===== config.mk =====
export PLATFORM = sky130hd
export DESIGN_NAME = fifo4_ctrl
export DESIGN_NICKNAME = d
export VERILOG_FILES = /design/src/rtl/fifo4_ctrl.sv
export SDC_FILE = /design/constraint.sdc
export NUM_CORES = 1
export LEC_CHECK = 0
export CAP_MARGIN = 20
export CORE_MARGIN = 2
export CORE_UTILIZATION = 40
export CTS_CLUSTER_DIAMETER = 200
export DETAILED_ROUTE_END_ITERATION = 8
export GPL_ROUTABILITY_DRIVEN = 1
export PLACE_DENSITY_LB_ADDON = 0.25
export SLEW_MARGIN = 20
export SYNTH_ARGS = -nofsm -noshare
export SYNTH_HDL_FRONTEND = slang
export SYNTH_SLANG_ARGS = --single-unit

===== constraint.sdc =====
create_clock -name clk -period 1.8 [get_ports clk]
set_input_delay 0.36 -clock clk [delete_from_list [all_inputs] [get_ports clk]]
set_output_delay 0.36 -clock clk [all_outputs]
set_load 0.02 [all_outputs]

===== src/rtl/fifo4_ctrl.sv =====
`default_nettype none
//============================================================================
// Module      : fifo4_ctrl
// Description : Write arbiter and read sequencer for a 4-entry FIFO. It
//               round-robins two producers onto the FIFO write port and
//               serves one consumer with a request/acknowledge read.
// Revision    : 1.0 - initial release
//============================================================================
module fifo4_ctrl #(
    parameter int WIDTH = 4,
    parameter int DEPTH = 4
) (
    input  logic                         clk,
    input  logic                         clr_n,
    input  logic                         req0,
    input  logic [WIDTH-1:0]             din0,
    input  logic                         req1,
    input  logic [WIDTH-1:0]             din1,
    output logic                         gnt0,
    output logic                         gnt1,
    input  logic                         rd_req,
    output logic                         rd_ack,
    output logic [WIDTH-1:0]             rd_data,
    output logic [WIDTH-1:0]             fifo_din,
    output logic                         fifo_write,
    output logic                         fifo_read,
    output logic                         fifo_clr,
    input  logic [WIDTH-1:0]             fifo_dout,
    input  logic                         fifo_empty,
    input  logic                         fifo_full,
    output logic [$clog2(DEPTH+1)-1:0]   count
);

    localparam int                 c_cnt_w = $clog2(DEPTH + 1);
    localparam logic [c_cnt_w-1:0] c_depth = c_cnt_w'(DEPTH);

    localparam logic [2:0] c_st_clear   = 3'd0;
    localparam logic [2:0] c_st_idle    = 3'd1;
    localparam logic [2:0] c_st_wr      = 3'd2;
    localparam logic [2:0] c_st_rd      = 3'd3;
    localparam logic [2:0] c_st_rd_wait = 3'd4;

    localparam logic c_op_rd = 1'b0;
    localparam logic c_op_wr = 1'b1;

    logic [2:0] r_state;
    logic       r_last_gnt;
    logic       r_last_op;

    logic w_wr_ok;
    logic w_rd_ok;
    logic w_pick1;
    logic w_do_wr;
    logic w_do_rd;

    // The shadow count guards against flags that lag the strobes by a cycle.
    assign w_wr_ok = (req0 | req1) & (count < c_depth) & ~fifo_full;
    assign w_rd_ok = rd_req & (count != '0) & ~fifo_empty;

    assign w_pick1 = req1 & (~req0 | ~r_last_gnt);
    assign w_do_wr = w_wr_ok & (~w_rd_ok | (r_last_op == c_op_rd));
    assign w_do_rd = w_rd_ok & ~w_do_wr;

    always_ff @(posedge clk) begin
        if (!clr_n) begin
            r_state    <= c_st_clear;
            r_last_gnt <= 1'b1;
            r_last_op  <= c_op_rd;
            fifo_clr   <= 1'b1;
            count      <= '0;
            rd_data    <= '0;
            fifo_din   <= '0;
            gnt0       <= 1'b0;
            gnt1       <= 1'b0;
            rd_ack     <= 1'b0;
            fifo_write <= 1'b0;
            fifo_read  <= 1'b0;
        end else begin
            gnt0       <= 1'b0;
            gnt1       <= 1'b0;
            rd_ack     <= 1'b0;
            fifo_write <= 1'b0;
            fifo_read  <= 1'b0;
            fifo_clr   <= 1'b0;

            case (r_state)
                c_st_clear: begin
                    r_state <= c_st_idle;
                end

                // Strobes are registered on entry so they are high for the
                // whole cycle spent in WR / RD / RD_WAIT.
                c_st_idle: begin
                    if (w_do_wr) begin
                        fifo_din   <= w_pick1 ? din1 : din0;
                        r_last_gnt <= w_pick1;
                        gnt0       <= ~w_pick1;
                        gnt1       <= w_pick1;
                        fifo_write <= 1'b1;
                        if (count < c_depth) begin
                            count <= count + 1'b1;
                        end
                        r_last_op  <= c_op_wr;
                        r_state    <= c_st_wr;
                    end else if (w_do_rd) begin
                        fifo_read <= 1'b1;
                        if (count != '0) begin
                            count <= count - 1'b1;
                        end
                        r_last_op <= c_op_rd;
                        r_state   <= c_st_rd;
                    end
                end

                c_st_wr: begin
                    r_state <= c_st_idle;
                end

                // The FIFO presents its head entry on dout until the pop edge.
                c_st_rd: begin
                    rd_data <= fifo_dout;
                    rd_ack  <= 1'b1;
                    r_state <= c_st_rd_wait;
                end

                c_st_rd_wait: begin
                    r_state <= c_st_idle;
                end

                default: begin
                    r_state <= c_st_clear;
                end
            endcase
        end
    end

endmodule
`default_nettype wire


Word level (Yosys, flattened, before mapping)
Index checks and enable logic that the tools add are counted.
{ "op_classes": {"div": 0, "mul": 0, "order_cmp": 1, "shifts": 0, "eq_ne": 6, "addsub": 2, "bitwise_logic": 20, "reduce_logical": 11, "muxes": 14} }
{ "ops": {"columns": ["op", "count"], "rows": [
  ["2-to-1 mux 3 bit", 6],
  ["inverter 1 bit", 10],
  ["case mux 3 bit (3 select lines)", 1],
  ["bitwise AND 1 bit", 7],
  ["== test 3 x 2 -> 1 bit (second input constant)", 2],
  ["2-to-1 mux 1 bit", 6],
  ["AND reduction 2 bit", 3],
  ["OR reduction 3 bit", 2],
  ["2-to-1 mux 4 bit", 1],
  ["AND reduction 4 bit", 1],
  ["nonzero test 2 bit", 2],
  ["adder 3 x 1 -> 3 bit (second input constant)", 1],
  ["== test 3 x 1 -> 1 bit (second input constant)", 1],
  ["== test 3 bit (second input constant)", 1],
  ["logical NOT 3 bit", 1],
  ["< comparator 3 bit (second input constant)", 1],
  ["inequality test 3 bit (second input constant)", 1],
  ["bitwise OR 1 bit", 3],
  ["AND reduction 3 bit", 1],
  ["nonzero test 3 bit", 1],
  ["subtractor 3 x 1 -> 3 bit (second input constant)", 1],
  ["inequality test 2 x 1 -> 1 bit (second input constant)", 1]
]} }
{ "totals": {"latch_bits": 0, "mem_bits_ro": 0, "mem_bits_rw": 0, "n_memories": 0, "elab_cells": 66, "register_bits": 22} }

Logic depth before layout (Yosys ltp)
{ "depth": {"ltp_word": 11, "depth_mapped": 7, "mapped_depth_nobuf": 7} }

Least setup slack after synthesis
No wires, ideal clock.
{ "synth_path": {"path_type": "reg2reg", "start": "reg count[0]", "end": "reg count[2]", "stages_incl_launch_ff": 8, "slack_ns": 0.110, "period_less_slack_ns": 1.690, "arrival_time_ns": 1.563, "setup_ns": 0.127, "path_cell_list": "dfxtp_1 -> nor3_2 -> o211ai_2 -> fa_1 -> nor2_1 -> o21ai_0 -> xor2_1 -> nor2_1"} }
{ "synth_via": {"elab_chain_cells": 10, "elab_cells_between_ends": 21, "classes_between": "add/sub (2); order compare (1); eq/ne (1); mux (4); bitwise (9); reduce/logical (4)"} }
{ "synth_rtl": {"columns": ["item", "line_no", "text"], "rows": [
  ["start, declared", "31", "output logic [$clog2(DEPTH+1)-1:0] count"],
  ["start signal, assigned", "101", "count <= count + 1'b1;"],
  ["start signal, assigned", "108", "count <= count - 1'b1;"],
  ["parallel branches: the longest is 10 deep, another holds < comparator 3 bit", null, null]
]} }
Parallel ways; which one is timed is not known. The select of a mux whose other input is x is not followed.
A chain may end at the register's enable or synchronous reset.

Worst setup path in the final report
{ "layout_path": {"start": "reg count[2]", "end": "out count[2]"} }
No word-level cell between the ends.

==> summary.txt <==
Final Skew: 0.00188 ns
Hpwl dp: 1500 um
Fmax: 0.581 GHz
CP startpoint kind: register
Cell with the most instances after synthesis: dfxtp_1
Met3 Wirelength: 86 um
M1 WL: 783 um
Gr ovfl total: 0
TritonCTS clock tree: yes
Total GRT Usage: 0.168
Final Hold Viols: 0
Number of global-route vias before repair: 802
Crit. End Element: output pin
Port bufs: 35
Residual DRC: 0
Post-Syn Nets: 107
Post-synthesis cell area: 878 um^2
Ys async rst share: 0
Outcome: completed
Worst EP arrival: 1.36 ns
Final Wtd Congestion: 0.757
Setup TNS: 0 ns
Met2 wire length: 989 um
Seq/Total Area, Yosys: 0.501
Wire length per cell: 11.6 um
P_int: 0.000819 W
Share of the synthesized area in the top cell type: 0.501
RSZ-0062 raised after global routing: false
Routed Antenna Nets: 0
Crit-path max cell delay: 0.63 ns
Main synth FF type: dfxtp_1
ANT cells: 0
Layout cells sized above 1: 0.170
Top layer in use: met4
Die ar.: 2590 um^2
Max FO, Critical Path: 4
#FFs+latches synth: 22
Pre-CTS WS: -0.179 ns
Final nets: 156
Root Buffer: clkbuf_4
Hold crit path type: register to register
Switching part of the total: 0.282
Critical path class: register to output pin
Reg2reg setup slack: 0.15 ns
Total number of vias: 780
Leak: 0.601 nW
YS warnings: 0
Mean Syn Cell Area: 10.1 um^2
Largest net degree at the start of global routing: 13
Finished Core Util: 0.681
Post-Route WL: 1870 um
Slew Viols, Final: 0
Worst Path Required: 1.44 ns
Final WS setup: 0.0787 ns
Post-CTS Hold Fix Bufs: 0
Placed Area: 1330 um^2
CTS H-tree lvls: 1
Max-cap viol count: 0
CP delay by family, top: buffers and inverters
Number of flops mapped to enable cells by yosys: 0
CTS Sinks: 22
Die Ht: 50.9 um
Max VDD drop: 754 uV
Syn Inst Count: 87
Yosys top cell by area: dfxtp_1
Initial Util: 0.434
P per Cell Area: 829 nW/um^2
WP buf/inv: 1
Slew headroom: 0.789
CTS max path bufs: 2
Flop pwr share: 0.488
Vias per Instance: 4.81
Clock transition at path regs: 0.12 ns
Logic gate share of total power: 0.279
R2r startpoint: count[0]
Tcrit/Tclk final: 0.956
Critical Path, Cell by Cell: clkdlybuf4s50_1
Final setup fails: 0
Chip width: 50.9 um
Hold Crit Start: rd_data[3]
Final non-filler cell area: 1380 um^2
Initial antenna violation count: 0
Clock buffer count from CTS: 3
Starting DRT DRC Count: 8
Worst Hold Endpoint: rd_data[3]
Rows: 16
Psw: 0.000322 W
Most instantiated cells after synthesis: 22 x dfxtp_1, 20 x nor2_1, 9 x mux2i_1
Worst-skew pair later-pin latency: 0.30 ns
Clock power frac: 0.234
Total power: 0.00114 W
Core ar.: 2020 um^2
I/O Pins: 36
Initial DRT Pass Iterations: 4
Hold Crit Depth: 2
RR Endpoint: count[2]
Worst-Margin Slew: 0.315 ns
Global-route wire length before repair: 3300 um
Fin crit period: 1.72 ns
Crit-path slowest cell: clkdlybuf4s50_1
Synth top area cells: dfxtp_1 50%, mux2i_1 10%, nor2_1 8.5%, a211oi_2 2.8%, fa_1 2.3%
Cells on worst reg2reg path: 7
Synth-to-Final Area Change: 56.8%
Netlist cell types: 28
routing by layer:
layer  vias to the layer above  track usage
li1                        393            -
met1                       360        0.191
met2                        25        0.311
met3                         2       0.0526
met4                         0       0.0270
met5                         -            0
worst max-delay path by stage:
stage / from / slack, ns / cells after the start / to
after CTS: count[0] / 0.03 / 1 / count[0]
after detailed placement: req0 / -0.18 / 8 / count[2]
after global routing: count[0] / 0.02 / 7 / count[2]
after global placement: req0 / -0.15 / 8 / count[2]
after floorplan: count[0] / 0.11 / 7 / count[2]
final: count[2] / 0.08 / 1 / count[2]
kinds of logic (layout without fill, tap and decap cells):
logic type,after synthesis,in the layout,share of synthesized area
mux,9,9,0.103
simple gates,35,35,0.202
compound gates,14,14,0.125
xor+xnor,2,2,0.0199
fa+ha+maj,1,1,0.0228
flops,22,22,0.501
buf+inv,4,52,0.0256
layout by cell type (no fill, tap or decap), drive strengths merged:
cell	instances
xor2	2
and2	1
nor3b	2
or3b	1
and3	1
buf	11
o21bai	1
nor2	21
o21ai	4
a21oi	3
fa	1
a211oi	4
clkinv	1
inv	1
nand3	1
o211ai	1
nor3	2
a21boi	1
nand3b	2
or2	1
clkdlybuf4s50	33
dfxtp	22
clkbuf	4
mux2i	9
nand2	3
dlymetal6s2s	2
timing repair:
action,in CTS,in global routing
buffers inserted,0,0
resized for setup,0,3
setup endpoints to repair,0,3
flip-flops by register name, indices dropped and copies added (netlist names), 3 cells and up:
signal and flops:
fifo_din 4, rd_data 4, r_state 3, count 3
power groups by stage:
stage,combinational (W),sequential (W),clock [W]
finish,0.000318,0.000557,0.000267
global placement,0.000308,0.000562,0
detailed placement,0.000316,0.000564,0
floorplan,0.000136,0.000593,0
global route,0.000346,0.000563,0.000292
CTS,0.000319,0.000554,0.000274
stage by stage:
step | hold WS, ns | instances
2_1_floorplan | 0.432 | 87
3_3_place_gp | 0.479 | 158
3_5_place_dp | 0.497 | 158
4_1_cts | 0.520 | 162
5_1_grt | 0.552 | 162
6_report | 0.520 | 162
worst min-delay path, stage by stage, from the launching register on:
cell,delay (ns)
dfxtp_1,0.35
mux2i_1,0.07
nor2_1,0.08
layout make-up:
type	count	area (um^2)
tap	27	33.8
clock buffer	4	36.3
inverter	2	7.51
sequential	22	440
fill	165	644
timing repair buffer	46	438
multi-input combinational	61	422
Power figures use the tool's default switching activity.
